### config.mk
export PLATFORM = sky130hd
export DESIGN_NAME = aes_iter_ctrl_flat
export DESIGN_NICKNAME = d
export VERILOG_FILES = /design/src/rtl/aes_iter_ctrl_pkg.sv /design/src/rtl/aes_iter_ctrl_if.sv /design/src/rtl/aes_iter_ctrl.sv /design/src/flat_wrapper.sv
export SDC_FILE = /design/constraint.sdc
export NUM_CORES = 1
export LEC_CHECK = 0
export ABC_AREA = 0
export CAP_MARGIN = 20
export CORE_AREA = 2 2 400 402
export CTS_CLUSTER_DIAMETER = 40
export DETAILED_ROUTE_END_ITERATION = 7
export DIE_AREA = 0 0 402 404
export PLACE_DENSITY = 0.36
export SYNTH_ARGS = -nofsm -noshare
export SYNTH_HDL_FRONTEND = slang
export SYNTH_SLANG_ARGS = --single-unit
### constraint.sdc
create_clock -name clk -period 9.01 [get_ports clk]
set_clock_uncertainty 0.2 [all_clocks]
set_input_delay 1.802 -clock clk [delete_from_list [all_inputs] [get_ports clk]]
set_output_delay 1.802 -clock clk [all_outputs]
set_load 0.1 [all_outputs]
### src/rtl/aes_iter_ctrl_pkg.sv
// AES-128 iterative controller: shared widths, round count and FSM states.
package aes_iter_ctrl_pkg;

  localparam int AES_BLOCK_W   = 128;
  localparam int AES128_ROUNDS = 10;

  typedef logic [AES_BLOCK_W-1:0] block_t;

  typedef enum logic [1:0] {
    S_IDLE = 2'd0,
    S_KEY  = 2'd1,
    S_WAIT = 2'd2,
    S_DONE = 2'd3
  } state_e;

endpackage

### src/rtl/aes_iter_ctrl_if.sv
// Host-side plaintext-in / ciphertext-out valid/ready bundle.
interface aes_iter_ctrl_if;
  import aes_iter_ctrl_pkg::*;

  logic   in_valid;
  logic   in_ready;
  block_t in_plaintext;
  block_t in_key;
  logic   out_valid;
  logic   out_ready;
  block_t out_ciphertext;

  modport master (
    output in_valid, in_plaintext, in_key, out_ready,
    input  in_ready, out_valid, out_ciphertext
  );

  modport slave (
    input  in_valid, in_plaintext, in_key, out_ready,
    output in_ready, out_valid, out_ciphertext
  );

endinterface

### src/rtl/aes_iter_ctrl.sv
// Iterative AES-128 controller: one shared round datapath and key
// expander reused for every round, with FSM, state and key registers.
module aes_iter_ctrl
  import aes_iter_ctrl_pkg::*;
#(
  parameter int NUM_ROUNDS = AES128_ROUNDS,
  parameter int ROUND_LAT  = 1
) (
  input  logic            clk,
  input  logic            rst,
  aes_iter_ctrl_if.slave  bus,
  output block_t          dp_state,
  output block_t          dp_round_key,
  output logic            dp_final,
  output logic            dp_start,
  input  block_t          dp_result,
  output block_t          kg_key,
  output logic [3:0]      kg_round,
  input  block_t          kg_next_key,
  output logic            busy,
  output logic [3:0]      round_cnt
);

  localparam logic [2:0] LAT  = 3'(ROUND_LAT);
  localparam logic [3:0] LAST = 4'(NUM_ROUNDS);

  state_e     fsm_q, fsm_d;
  block_t     state_reg, state_nxt;
  block_t     key_reg, key_nxt;
  logic [3:0] round_nxt;
  logic [2:0] wait_cnt, wait_nxt;

  always_ff @(posedge clk or posedge rst) begin
    if (rst) begin
      fsm_q     <= S_IDLE;
      state_reg <= '0;
      key_reg   <= '0;
      round_cnt <= '0;
      wait_cnt  <= '0;
    end else begin
      fsm_q     <= fsm_d;
      state_reg <= state_nxt;
      key_reg   <= key_nxt;
      round_cnt <= round_nxt;
      wait_cnt  <= wait_nxt;
    end
  end

  always_comb begin
    fsm_d     = fsm_q;
    state_nxt = state_reg;
    key_nxt   = key_reg;
    round_nxt = round_cnt;
    wait_nxt  = wait_cnt;
    unique case (fsm_q)
      S_IDLE: begin
        if (bus.in_valid) begin
          state_nxt = bus.in_plaintext ^ bus.in_key;
          key_nxt   = bus.in_key;
          round_nxt = 4'd1;
          fsm_d     = S_KEY;
        end
      end
      S_KEY: begin
        key_nxt  = kg_next_key;
        wait_nxt = LAT;
        fsm_d    = S_WAIT;
      end
      S_WAIT: begin
        wait_nxt = wait_cnt - 3'd1;
        // dp_result is only guaranteed valid in the last WAIT cycle
        if (wait_cnt == 3'd1) begin
          state_nxt = dp_result;
          if (round_cnt == LAST) begin
            fsm_d = S_DONE;
          end else begin
            round_nxt = round_cnt + 4'd1;
            fsm_d     = S_KEY;
          end
        end
      end
      S_DONE: begin
        if (bus.out_ready) begin
          round_nxt = 4'd0;
          fsm_d     = S_IDLE;
        end
      end
    endcase
  end

  assign bus.in_ready       = (fsm_q == S_IDLE) && !rst;
  assign bus.out_valid      = (fsm_q == S_DONE);
  assign bus.out_ciphertext = state_reg;

  assign dp_state     = state_reg;
  assign dp_round_key = key_reg;
  assign dp_final     = (fsm_q == S_WAIT) && (round_cnt == LAST);
  assign dp_start     = (fsm_q == S_WAIT) && (wait_cnt == LAT);

  assign kg_key   = key_reg;
  assign kg_round = round_cnt;
  assign busy     = (fsm_q != S_IDLE);

endmodule

### src/flat_wrapper.sv
// flat-port wrapper written by rule: the top's interface ports become plain ports
module aes_iter_ctrl_flat import aes_iter_ctrl_pkg::*;
#(
  parameter int NUM_ROUNDS = AES128_ROUNDS,
  parameter int ROUND_LAT  = 1
)
  (clk, rst, dp_state, dp_round_key, dp_final, dp_start, dp_result, kg_key, kg_round, kg_next_key, busy, round_cnt, bus_in_valid, bus_in_plaintext, bus_in_key, bus_out_ready, bus_in_ready, bus_out_valid, bus_out_ciphertext);
  aes_iter_ctrl_if bus_i ();
  input  logic clk;
  input  logic rst;
  output block_t dp_state;
  output block_t dp_round_key;
  output logic dp_final;
  output logic dp_start;
  input  block_t dp_result;
  output block_t kg_key;
  output logic [3:0] kg_round;
  input  block_t kg_next_key;
  output logic busy;
  output logic [3:0] round_cnt;
  input wire logic [$bits(bus_i.in_valid)-1:0] bus_in_valid;
  input wire logic [$bits(bus_i.in_plaintext)-1:0] bus_in_plaintext;
  input wire logic [$bits(bus_i.in_key)-1:0] bus_in_key;
  input wire logic [$bits(bus_i.out_ready)-1:0] bus_out_ready;
  output wire logic [$bits(bus_i.in_ready)-1:0] bus_in_ready;
  output wire logic [$bits(bus_i.out_valid)-1:0] bus_out_valid;
  output wire logic [$bits(bus_i.out_ciphertext)-1:0] bus_out_ciphertext;
  assign bus_i.in_valid = bus_in_valid;
  assign bus_i.in_plaintext = bus_in_plaintext;
  assign bus_i.in_key = bus_in_key;
  assign bus_i.out_ready = bus_out_ready;
  assign bus_in_ready = bus_i.in_ready;
  assign bus_out_valid = bus_i.out_valid;
  assign bus_out_ciphertext = bus_i.out_ciphertext;
  aes_iter_ctrl #(.NUM_ROUNDS(NUM_ROUNDS), .ROUND_LAT(ROUND_LAT)) u_core (.clk(clk), .rst(rst), .bus(bus_i), .dp_state(dp_state), .dp_round_key(dp_round_key), .dp_final(dp_final), .dp_start(dp_start), .dp_result(dp_result), .kg_key(kg_key), .kg_round(kg_round), .kg_next_key(kg_next_key), .busy(busy), .round_cnt(round_cnt));
endmodule
==> impl_metrics.tcl, run 1 <==
set metrics [dict create \
    r2r-end "u_core.bus.out_ciphertext[96]" \
    portBuffers 1040 \
    clock_latency_ps 690 \
    finalWeightedCongestion 0.802 \
    grt_max_degree 172 \
    postCtsSetupBuffers 0 \
    ys_warn_count 0 \
    ys.flop_type "dfrtp_1" \
    synthArstFlopShare 1.00 \
    ys_ff_latch 265 \
    r2r-start "u_core.fsm_q[0]" \
    num-nets-final 3021 \
    cts_tree "done" \
    initial_core_util 0.0965 \
    critPathKind "input port to output pin" \
    timing.setup.tns_ps 0 \
    rsz0062_at_grt "false" \
    max_freq_mhz 201 \
    max_slew_margin 0.216 \
    numCtsBuffers 92 \
    root_buffer "clkbuf_16" \
    overflow 0 \
    hpwl_mm 94.3 \
    cts_buffer_depth 3 \
    r2r_slack_ps 5190 \
    htree_num_levels 3 \
    cts_hold_buf 0 \
    wire_per_inst_um 24.5 \
    hold_class "register to register" \
    setup-violations-final 0 \
    synth_edf_count 0 \
    route.detailed.drc 0 \
    drv_slew 0 \
    drt.antenna.violating_nets 0 \
    grt_pass1_vias 15200 \
    wl_mm 114 \
    status "completed" \
    hold_violations 0 \
    ctsResizeCount 0 \
    worstMarginPinSlew_ps 1170 \
    synth_area_leaders "dfrtp_1 44%, buf_4 13%, mux2i_1 8.5%" \
    synth_common_cells "267 x buf_4, 265 x dfrtp_1, 261 x nand2_1" \
    fp.dieW_um 402 \
    yosysTopAreaCell "dfrtp_1" \
    whs_endpoint "u_core.dp_round_key[86]" \
    fp.dieH_um 404 \
    antenna_found_initial 40 \
    r2r_cells 8 \
    grt_first_pass_wirelength_mm 146 \
    critPathLaunchType "input port" \
    drive_gt1_frac 0.100 \
    syn-instance-count 1705 \
    synth_area_mm2 0.0152 \
    dr.pass1.iters 5 \
    nFillCells 17700 \
    yosysTopAreaCellShare 0.435 \
    worst_ep_required_time_ps 7010 \
    syn_to_final_growth_pct 89.7 \
    fin_hold_ws_ps 306 \
    syn_avg_cell_area_um2 8.94 \
    postLayoutCoreUtil 0.183 \
    worst-path-max-fanout 3 \
    hold_start "u_core.dp_round_key[86]" \
    avgViaCountPerCell 3.21 \
    yosysMostFrequentCell "buf_4" \
    core_area_mm2 0.158 \
    crit_arrival_ps 2980 \
    fin_crit_sh 0.553 \
    die_area_mm2 0.162 \
    path_clk_slew_ps 40 \
    dr.first_iter.drc_count 632 \
    track_usage 0.135 \
    maxCapViolCount 0 \
    seq_area_frac_synth 0.435 \
    clock-sinks 265 \
    period_minus_slack_ps 4980 \
    rows 146 \
    min_path_cells 2 \
    vias 14900 \
    synthesis.nets 2230 \
    yosysUniqueCellTypes 33 \
    io_pins 1041 \
    crit_path_end_kind "output pin" \
]
==> per-stage QoR <==
| step | cell area, µm² | std cells | setup WS, ps |
|---|---|---|---|
| 2_1_floorplan | 15200 | 1705 | 3510 |
| 5_1_grt | 28900 | 4642 | 3940 |
| 3_3_place_gp | 25800 | 4472 | 4040 |
| 6_report | 28900 | 4647 | 4030 |
| 3_5_place_dp | 25800 | 4474 | 4050 |
| 4_1_cts | 28900 | 4641 | 4020 |
==> final cells by class <==
type | count | area (µm²) | area share
clock buffers | 137 | 2630 | 0.0911
well taps | 2072 | 2590 | 0.0897
multi-input cells | 1069 | 6160 | 0.213
inverters | 11 | 45.0 | 0.00156
clock inverters | 30 | 438 | 0.0152
repair buffers | 1057 | 10400 | 0.359
flip-flops and latches | 265 | 6630 | 0.229
diodes | 6 | 15.0 | 0.000520
==> layout by cell type (no fill, tap or decap), types with 2 or more instances in the layout <==
master and instances:
nand3_1 2, clkbuf_1 29, clkinv_2 17, o21ai_1 80
bufinv_16 6, clkinv_8 2, clkbuf_16 92, a21oi_1 129
a31oi_1 2, mux2_2 2, o21ai_0 179, clkdlybuf4s50_1 946
clkbuf_8 16, o211ai_1 2, diode_2 6, buf_4 105
nand3b_1 2, mux2i_1 128, ha_4 2, ha_1 7
xnor2_1 128, nand2_1 261, buf_12 6, o2bb2ai_1 2
dfrtp_1 265, inv_1 9, nor2_1 131, clkinv_16 4
==> logic make-up after synthesis <==
logic type / count (synthesis) / synth area share
compound gates: 399 / 0.134
fa+ha+maj: 9 / 0.00739
buf+inv: 371 / 0.163
simple gates: 402 / 0.101
flops: 265 / 0.435
xor+xnor: 128 / 0.0736
mux: 131 / 0.0862
==> flip-flops by register name (all words and copies together) (netlist names) <==
register and count:
u_core.bus.out_ciphertext 128, u_core.wait_cnt 3, u_core.fsm_q 2, u_core.dp_round_key 128
u_core.kg_round 4
==> worst max-delay path by stage <==
stage | to | from | cells past startpoint
after global routing | dp_start | u_core.fsm_q[0] | 5
after CTS | dp_start | u_core.fsm_q[0] | 5
final | bus_in_ready | rst | 3
after floorplan | u_core.bus.out_ciphertext[0] | rst | 1
after detailed placement | bus_in_ready | rst | 3
after global placement | bus_in_ready | rst | 3
==> routing by layer <==
metal,vias up,wire length (µm),GRT usage
li1,7015,-,-
met1,7053,47700,0.166
met2,671,54000,0.223
met3,164,9850,0.0491
met4,14,2150,0.0336
met5,-,99,0
==> worst max-delay path, stage by stage <==
cell             delay [ps]
clkdlybuf4s50_1         660
nor2_1                  200
buf_4                   310
Power of run 1 is not shown: default switching activity piles up to over one toggle a cycle in this logic, so the estimate is an artifact.
==> inputs of run 2 (changes only) <==
- PLACE_DENSITY: 0.36 -> 0.35
- clock period: 9.01 -> 4.61 ns (I/O delays scaled with it)
==> run 2 against run 1 <==
Utilization rose by 0.12 points. Critical path type is now register to output pin. Sequential cell count did not move. Wire length fell by 2.4%. Highest routed layer unchanged. Worst hold slack got worse by 3.6 ps. Cell area rose by 0.68%. Critical path depth rose by 2.
==> impl_metrics.tcl, run 2 (synthesis results as in run 1) <==
set metrics [dict create \
    status "completed" \
    cts_hold_buf 0 \
    drt.antenna.violating_nets 0 \
    final_cells 4646 \
    avgViaCountPerCell 3.15 \
    r2r-start "u_core.fsm_q[0]" \
    max_freq_mhz 273 \
    nFillCells 17600 \
    path_clk_slew_ps 40 \
    dp_cells 4485 \
    r2r_slack_ps 1730 \
    grt_first_pass_wirelength_mm 144 \
    overflow 0 \
    numCtsBuffers 87 \
    core_area_mm2 0.158 \
    portBuffers 1040 \
    worst_ep_required_time_ps 3490 \
    ctsResizeCount 0 \
    route.detailed.drc 0 \
    hpwl_mm 92.7 \
    layout_commonest_cell "clkdlybuf4s50_1" \
    r2r-end "u_core.bus.out_ciphertext[76]" \
    root_buffer "clkbuf_16" \
    whs_endpoint "u_core.bus.out_ciphertext[42]" \
    htree_num_levels 3 \
    finalWeightedCongestion 0.788 \
    min_path_cells 2 \
    dr.pass1.iters 4 \
    crit_arrival_ps 2540 \
    grt_pass1_vias 15200 \
    dr.first_iter.drc_count 538 \
    r2r_cells 6 \
    critPathKind "register to output pin" \
    postCtsSetupBuffers 0 \
    fp.dieW_um 402 \
    period_minus_slack_ps 3660 \
    fin_crit_sh 0.793 \
    hold_class "register to register" \
    clock-sinks 265 \
    rows 146 \
    crit_path_end_kind "output pin" \
    initial_core_util 0.0965 \
    worst-path-max-fanout 34 \
    drive_gt1_frac 0.107 \
    track_usage 0.132 \
    grt_max_degree 103 \
    fp.dieH_um 404 \
    cts_buffer_depth 3 \
    worstMarginPinSlew_ps 1170 \
    final_cell_mix "950 x clkdlybuf4s50_1, 265 x dfrtp_1, 261 x nand2_1" \
    rsz0062_at_grt "false" \
    drv_slew 0 \
    fin_hold_ws_ps 302 \
    wl_mm 111 \
    wire_per_inst_um 23.9 \
    clock_latency_ps 650 \
    num-nets-final 3027 \
    cts_tree "done" \
    hold_start "u_core.bus.out_ciphertext[42]" \
    vias 14600 \
    die_area_mm2 0.162 \
    hold_violations 0 \
    antenna_found_initial 23 \
    critPathLaunchType "register" \
    maxCapViolCount 0 \
    io_pins 1041 \
    max_slew_margin 0.216 \
    syn_to_final_growth_pct 90.9 \
    setup-violations-final 0 \
]
run 2: changes by cell type in the layout (fill, tap and decap cells not counted), sizes merged:
| cell | change |
|---|---|
| clkbuf | -15 |
| buf | +7 |
| clkdlybuf4s50 | +4 |
| diode | -4 |
| bufinv | +3 |
| clkinv | +2 |
| clkinvlp | +2 |
run 2: worst max-delay path by stage:
stage,end,start,cells past startpoint
after floorplan,u_core.bus.out_ciphertext[0],rst,1
after global placement,bus_in_ready,rst,3
after detailed placement,bus_in_ready,rst,3
after CTS,bus_in_ready,u_core.fsm_q[0],5
after global routing,bus_in_ready,u_core.fsm_q[0],5
final,dp_final,u_core.fsm_q[0],5
run 2: critical path: stages (launching register included):
cell	delay [ps]
dfrtp_1	440
inv_1	170
ha_4	460
nand4b_1	300
inv_1	160
buf_4	330
run 2: cell type report:
cell class / count / area, µm² / area share
Antenna cell: 2 / 5.00 / 0.000172
Clock buffer: 122 / 2580 / 0.0887
Clock inverter: 37 / 517 / 0.0178
Inverter: 11 / 45.0 / 0.00155
Multi-Input combinational cell: 1069 / 6160 / 0.212
Sequential cell: 265 / 6630 / 0.228
Tap cell: 2072 / 2590 / 0.0891
Timing Repair Buffer: 1068 / 10600 / 0.363
run 2: stage by stage:
stage,utilization,setup TNS [ps],instance area [µm²],worst slack [ps]
3_5_place_dp,0.165,0,26000,1210
5_1_grt,0.184,0,29100,724
2_1_floorplan,-,-2520,15200,-9.51
3_3_place_gp,0.164,0,25900,1200
6_report,0.184,0,29100,952
4_1_cts,0.184,0,29100,753
run 2: per-layer routing:
| layer | global-route usage | wire [µm] | vias up |
|---|---|---|---|
| met4 | 0.0307 | 2000 | 4 |
| met1 | 0.157 | 45600 | 6865 |
| met2 | 0.224 | 54100 | 601 |
| met3 | 0.0509 | 9430 | 132 |
| li1 | - | - | 7026 |
| met5 | 0 | 27 | - |
Power of run 2 is left out for the same reason.
==> inputs of run 3 (changes only) <==
- clock period: 4.61 -> 3.5 ns (I/O delays scaled with it)
==> run 3 against run 2 <==
Worst setup slack got worse by 610 ps. Via count rose by 1.3%. Largest cell class unchanged. Sequential share of layout area increased by 0.64 points. Critical path type unchanged. Critical endpoint is now bus_in_ready. Clock-buffer cell count down 4.
==> impl_metrics.tcl, run 3 (synthesis results as in run 1) <==
set metrics [dict create \
    status "completed" \
    setup-violations-final 0 \
    timing.setup.tns_ps 0 \
    post-place-ws_ps 892 \
    fin_crit_sh 0.901 \
    hold_violations 0 \
    place_area_mm2 0.0249 \
    worst_path_most_repeated_cell "inv_1" \
    cp_slowest_cell "dfrtp_1" \
    hpwl_mm 92.0 \
    max_freq_mhz 317 \
    numCtsBuffers 88 \
    period_minus_slack_ps 3150 \
    die_area_mm2 0.162 \
    overflow 0 \
    grt_max_degree 105 \
    wire_per_inst_um 23.7 \
    design_area_mm2 0.0283 \
    regArea_mm2 0.00663 \
    dr.pass1.iters 4 \
    dr.first_iter.drc_count 539 \
    layout_commonest_cell "buf_4" \
    max_slew_margin 0.381 \
    fin_hold_ws_ps 260 \
    final_cell_mix "529 x buf_4, 515 x clkdlybuf4s50_1, 265 x dfrtp_1" \
    postCtsSetupBuffers 0 \
    critPathLaunchType "register" \
    avgViaCountPerCell 3.19 \
    syn_to_final_growth_pct 85.7 \
    drv_slew 0 \
    hold_class "input port to asynchronous set/reset pin" \
    core_area_mm2 0.158 \
    critPathKind "register to output pin" \
    num-nets-final 3023 \
    max_stage_delay_ps 450 \
    portBuffers 1040 \
    track_usage 0.131 \
    fp.dieW_um 402 \
    worst-path-max-fanout 5 \
    htree_num_levels 3 \
    cts_hold_buf 0 \
    multiInputGateArea_mm2 0.00616 \
    route.detailed.drc 0 \
    clock_latency_ps 680 \
    vias 14800 \
    wl_mm 110 \
    path_clk_slew_ps 40 \
    grt_first_pass_wirelength_mm 143 \
    finalWeightedCongestion 0.819 \
    cts_tree "done" \
    drive_gt1_frac 0.276 \
    fp.dieH_um 404 \
    grt_pass1_vias 15200 \
    worst_slack_ps 347 \
    worst_ep_required_time_ps 2600 \
    initial_core_util 0.0965 \
    crit_path_end_kind "output pin" \
    antenna_found_initial 32 \
    worstMarginPinSlew_ps 929 \
    nFillCells 17700 \
    maxCapViolCount 0 \
    io_pins 1041 \
    root_buffer "clkbuf_16" \
    crit_chain "inv_1 > ha_1 > inv_1 > nor2_1 > buf_12" \
    rsz0062_at_grt "false" \
    rows 146 \
    clock-sinks 265 \
    crit_arrival_ps 2250 \
    ctsResizeCount 0 \
    drt.antenna.violating_nets 0 \
    cts_buffer_depth 3 \
]
## run 3: cell count changes in the layout (fill, tap and decap cells not counted)
cell             before  now
clkinv_8              1    2
inv_6                 0    1
clkinv_2             21   16
clkbuf_8             23   20
buf_4               104  529
buf_12               13   18
clkdlybuf4s50_1     950  515
bufinv_16             9   20
clkbuf_16            89   88
diode_2               2    3
## run 3: metal layers
metal / vias to the layer above / GRT usage / wire, µm
met5: - / 0 / 27
met4: 4 / 0.0324 / 1920
met3: 136 / 0.0471 / 9080
met2: 616 / 0.225 / 54200
met1: 7005 / 0.155 / 44900
li1: 7051 / - / -
## run 3: final cells by class
cell class | count | share of cell area
diodes | 3 | 0.000265
clock buffers | 118 | 0.0889
clock inverters | 45 | 0.0299
inverters | 11 | 0.00159
multi-input cells | 1069 | 0.218
flip-flops and latches | 265 | 0.234
well taps | 2072 | 0.0916
repair buffers | 1063 | 0.335
## run 3: worst max-delay path, delay by kind of cell, from the launching register on
family / cells / cell delay, ps
adder cells (fa/ha/maj): 1 / 310
buffers and inverters: 3 / 550
flip-flops: 1 / 450
AND/OR/NAND/NOR: 1 / 220
## run 3: stage by stage
| stage | cells | utilization |
|---|---|---|
| after floorplan | 1705 | - |
| after global placement | 4480 | 0.158 |
| after detailed placement | 4480 | 0.158 |
| after CTS | 4643 | 0.179 |
| after global routing | 4644 | 0.179 |
| final | 4646 | 0.179 |
## run 3: worst paths after layout
path | depth (start not counted) | slack [ps] | endpoint | from
max in group asynchronous | 4 | 1930 | u_core.dp_round_key[102] | rst
setup reg to reg | 8 | 990 | u_core.bus.out_ciphertext[103] | u_core.fsm_q[0]
hold reg to reg | 2 | 310 | u_core.bus.out_ciphertext[12] | u_core.bus.out_ciphertext[12]
hold / removal | 2 | 260 | u_core.bus.out_ciphertext[58] | rst
min in group clk | 2 | 310 | u_core.bus.out_ciphertext[12] | u_core.bus.out_ciphertext[12]
setup / recovery | 5 | 350 | bus_in_ready | u_core.fsm_q[0]
Power of run 3 is left out for the same reason.
==> edit 1 (settings of run 2) <==
Change the package constant `AES_BLOCK_W` from 128 to 132.
--- a/src/rtl/aes_iter_ctrl_pkg.sv
+++ b/src/rtl/aes_iter_ctrl_pkg.sv
@@ -1,7 +1,7 @@
 // AES-128 iterative controller: shared widths, round count and FSM states.
 package aes_iter_ctrl_pkg;
 
-  localparam int AES_BLOCK_W   = 128;
+  localparam int AES_BLOCK_W   = 132;
   localparam int AES128_ROUNDS = 10;
 
   typedef logic [AES_BLOCK_W-1:0] block_t;
Interface: changed (8 resized); port bits go from 1041 to 1073. The function was not compared with the original's and may differ.
==> edit 1 against run 2 <==
  * First-iteration DRC count grew 17%
  * Synthesized area grew 2.8%
  * Setup slack gained 40 ps
  * Design area grew 2.4%
  * Wire length grew 2.3%
  * Register-to-register slack lost 80 ps
  * Sequential cell count grew 8
  * Non-clock buffer count grew 39
Power is not shown: default switching activity piles up to over one toggle a cycle in this logic, so the estimate is an artifact.
==> edit 1: results <==
export IMPL_grt_max_degree=141
export IMPL_port_buffers=1072
export IMPL_rrSetupSlack_ps=1650
export IMPL_use_met2_pct=24.3
export IMPL_numCtsBuffers=86
export IMPL_outcome="completed"
export IMPL_holdWs_ps=297
export IMPL_yosysSeqAreaShare_pct=43.6
export IMPL_met1_usage_pct=15.8
export IMPL_worst_slack_ps=992
export IMPL_synth_compound_area_share_pct=13.4
export IMPL_met3WireLength_um=7100
export IMPL_synthCells=1756
export IMPL_syn_nets=2297
export IMPL_crit_start="u_core.kg_round[2]"
export IMPL_drt_initial_drc_count=630
export IMPL_vias_per_cell=3.24
export IMPL_grt_pass1_wl_um=148000
export IMPL_postPlaceCellArea_um2=26900
export IMPL_wire_per_inst_um=24.1
export IMPL_drive_gt1_share_pct=9.30
export IMPL_synthTopCellsByArea="dfrtp_1 (44%), buf_4 (13%), mux2i_1 (8.5%)"
export IMPL_gp_congestion=0.834
export IMPL_grt_use_met3_pct=3.58
export IMPL_track_usage_pct=13.5
export IMPL_wl_met1_um=45900
edit 1: changes by cell type in the layout (fill, tap and decap cells not counted), moves of 6 or more:
cell,run 2,this run
o21ai_0,179,205
dfrtp_1,265,273
clkbuf_8,23,13
nand2_1,261,269
clkdlybuf4s50_1,950,1013
inv_6,0,6
o21ai_1,80,62
buf_4,104,78
edit 1: worst paths after layout:
path	endpoint	depth (start not counted)
max	round_cnt[2]	1
min	u_core.bus.out_ciphertext[3]	2
min in group asynchronous	u_core.bus.out_ciphertext[65]	2
min reg2reg	u_core.bus.out_ciphertext[3]	2
max reg2reg	u_core.bus.out_ciphertext[116]	6
max in group asynchronous	u_core.dp_round_key[2]	3
edit 1: cell type report:
cell class,count,area [µm²]
flip-flops and latches,273,6830
diodes,2,5.00
clock inverters,44,558
repair buffers,1107,11100
inverters,11,45.0
clock buffers,110,2370
well taps,2072,2590
multi-input cells,1101,6340
fillers,17593,128000
==> edit 2 (flow settings as in run 2) <==
Made on the original files. Register the output `round_cnt` once more, cleared by the reset; this adds one clock of latency there. The other outputs are not delayed to match.
--- a/src/rtl/aes_iter_ctrl.sv
+++ b/src/rtl/aes_iter_ctrl.sv
@@ -24,6 +24,8 @@
   localparam logic [2:0] LAT  = 3'(ROUND_LAT);
   localparam logic [3:0] LAST = 4'(NUM_ROUNDS);
 
+  logic [3:0] round_cnt_s0;
+
   state_e     fsm_q, fsm_d;
   block_t     state_reg, state_nxt;
   block_t     key_reg, key_nxt;
@@ -35,13 +37,13 @@
       fsm_q     <= S_IDLE;
       state_reg <= '0;
       key_reg   <= '0;
-      round_cnt <= '0;
+      round_cnt_s0 <= '0;
       wait_cnt  <= '0;
     end else begin
       fsm_q     <= fsm_d;
       state_reg <= state_nxt;
       key_reg   <= key_nxt;
-      round_cnt <= round_nxt;
+      round_cnt_s0 <= round_nxt;
       wait_cnt  <= wait_nxt;
     end
   end
@@ -50,7 +52,7 @@
     fsm_d     = fsm_q;
     state_nxt = state_reg;
     key_nxt   = key_reg;
-    round_nxt = round_cnt;
+    round_nxt = round_cnt_s0;
     wait_nxt  = wait_cnt;
     unique case (fsm_q)
       S_IDLE: begin
@@ -71,10 +73,10 @@
         // dp_result is only guaranteed valid in the last WAIT cycle
         if (wait_cnt == 3'd1) begin
           state_nxt = dp_result;
-          if (round_cnt == LAST) begin
+          if (round_cnt_s0 == LAST) begin
             fsm_d = S_DONE;
           end else begin
-            round_nxt = round_cnt + 4'd1;
+            round_nxt = round_cnt_s0 + 4'd1;
             fsm_d     = S_KEY;
           end
         end
@@ -94,12 +96,20 @@
 
   assign dp_state     = state_reg;
   assign dp_round_key = key_reg;
-  assign dp_final     = (fsm_q == S_WAIT) && (round_cnt == LAST);
+  assign dp_final     = (fsm_q == S_WAIT) && (round_cnt_s0 == LAST);
   assign dp_start     = (fsm_q == S_WAIT) && (wait_cnt == LAT);
 
   assign kg_key   = key_reg;
-  assign kg_round = round_cnt;
+  assign kg_round = round_cnt_s0;
   assign busy     = (fsm_q != S_IDLE);
+
+  always_ff @(posedge clk or posedge rst) begin
+    if (rst) begin
+      round_cnt <= '0;
+    end else begin
+      round_cnt <= round_cnt_s0;
+    end
+  end
 
 endmodule
 
Function: changed (a bounded check fails within 4 cycles, from zero or initial values and one cycle with rst high).
==> edit 2 against run 2 <==
  * Setup slack got worse by 55 ps
  * Sequential cell count rose by 4
  * Register-to-register slack got worse by 430 ps
  * Wire length fell by 11%
  * Synthesized area rose by 2.6%
  * Design area rose by 1.0%
  * Maximum frequency fell by 1.5%
  * Largest cell class unchanged
Power is not shown: default switching activity piles up to over one toggle a cycle in this logic, so the estimate is an artifact.
==> edit 2: results <==
export IMPL_outcome="completed"
export IMPL_drive_gt1_share_pct=10.5
export IMPL_yosys_area_top_type="dfrtp_1"
export IMPL_yosysWarnings=0
export IMPL_clk_pin_slew_ps=40
export IMPL_first_pass_iters=5
export IMPL_h_tree_depth=3
export IMPL_numCtsBuffers=83
export IMPL_synth_most_common_cell="dfrtp_1"
export IMPL_yosysSeqAreaShare_pct=43.1
export IMPL_wire_per_inst_um=21.2
export IMPL_r2r_end="u_core.bus.out_ciphertext[79]"
export IMPL_yosysUniqueCellTypes=36
export IMPL_worstSetupEndpoint="bus_out_valid"
export IMPL_synth_edf_count=0
export IMPL_post_cts_buffers=0
export IMPL_syn_nets=2232
export IMPL_cp_max_fo=5
export IMPL_hp_start="u_core.kg_round[3]"
export IMPL_drt_initial_drc_count=593
export IMPL_postPlaceCellArea_um2=26600
export IMPL_worst_slew_pin_slew_ps=1230
export IMPL_placedCellCount=4503
export IMPL_gp_congestion=0.817
export IMPL_cp_arrival_ps=2590
export IMPL_hold_path_endpoint="u_core.round_cnt[3]"
export IMPL_yosys_most_used_dff="dfrtp_1"
export IMPL_drt_wl_total_um=98600
export IMPL_synthCells=1707
export IMPL_synth_xor_area_share_pct=7.17
export IMPL_crit_start="u_core.fsm_q[0]"
export IMPL_antenna_found_initial=16
export IMPL_rrSetupSlack_ps=1300
export IMPL_track_usage_pct=11.7
export IMPL_cts_buffer_depth=3
export IMPL_synth_commonest_cells="dfrtp_1 (269), buf_4 (258), nand2_1 (220), o21ai_0 (207), nor2_1 (131)"
export IMPL_clk_latency_ps=630
export IMPL_holdWs_ps=271
export IMPL_synthTopCellsByArea="dfrtp_1 (43%), buf_4 (12%), mux2i_1 (8.3%)"
export IMPL_synthAdderAreaFrac_pct=0.720
export IMPL_finalNetCount=3043
export IMPL_synth_async_sr_flop_share_pct=100
export IMPL_grt_pass1_wl_um=131000
export IMPL_period_needed_ps=3710
export IMPL_synth_compound_area_share_pct=14.0
export IMPL_synthMuxAreaShare_pct=8.33
export IMPL_dp_hpwl_um=81600
export IMPL_grt_max_degree=142
export IMPL_grt_pass1_vias=15388
export IMPL_vias_per_cell=3.16
export IMPL_clockRootBuffer="clkbuf_16"
export IMPL_cts_resized=0
export IMPL_min_delay_path_depth=0
[edit 2: changes by cell type after synthesis, moves of 5 or more]
cell	run 2	this run
nand2_1	261	220
buf_4	267	258
o21ai_0	179	207
nand2_2	0	40
o21ai_1	80	13
o21ai_2	0	40
buf_12	0	5
[edit 2: critical path, stage by stage, from the launching register on]
cell and delay, ps:
dfrtp_1 440, ha_1 300, clkdlybuf4s50_1 1220
[edit 2: routing by layer]
layer  global-route usage [%]  wire (µm)  vias up
met5                        0         24        -
met4                     3.69       2200        4
met3                     2.83       5920      114
met2                     19.6      47900      598
met1                     14.8      42500     6923
li1                         -          -     7082
[edit 2: cell type report]
class	count	area, µm²
antenna	5	12.5
clock buffer	129	2520
clock inverter	21	208
fill	17613	128000
inverter	11	45.0
multi-input combinational	1070	6420
sequential	269	6730
tap	2072	2590
timing repair buffer	1083	10900
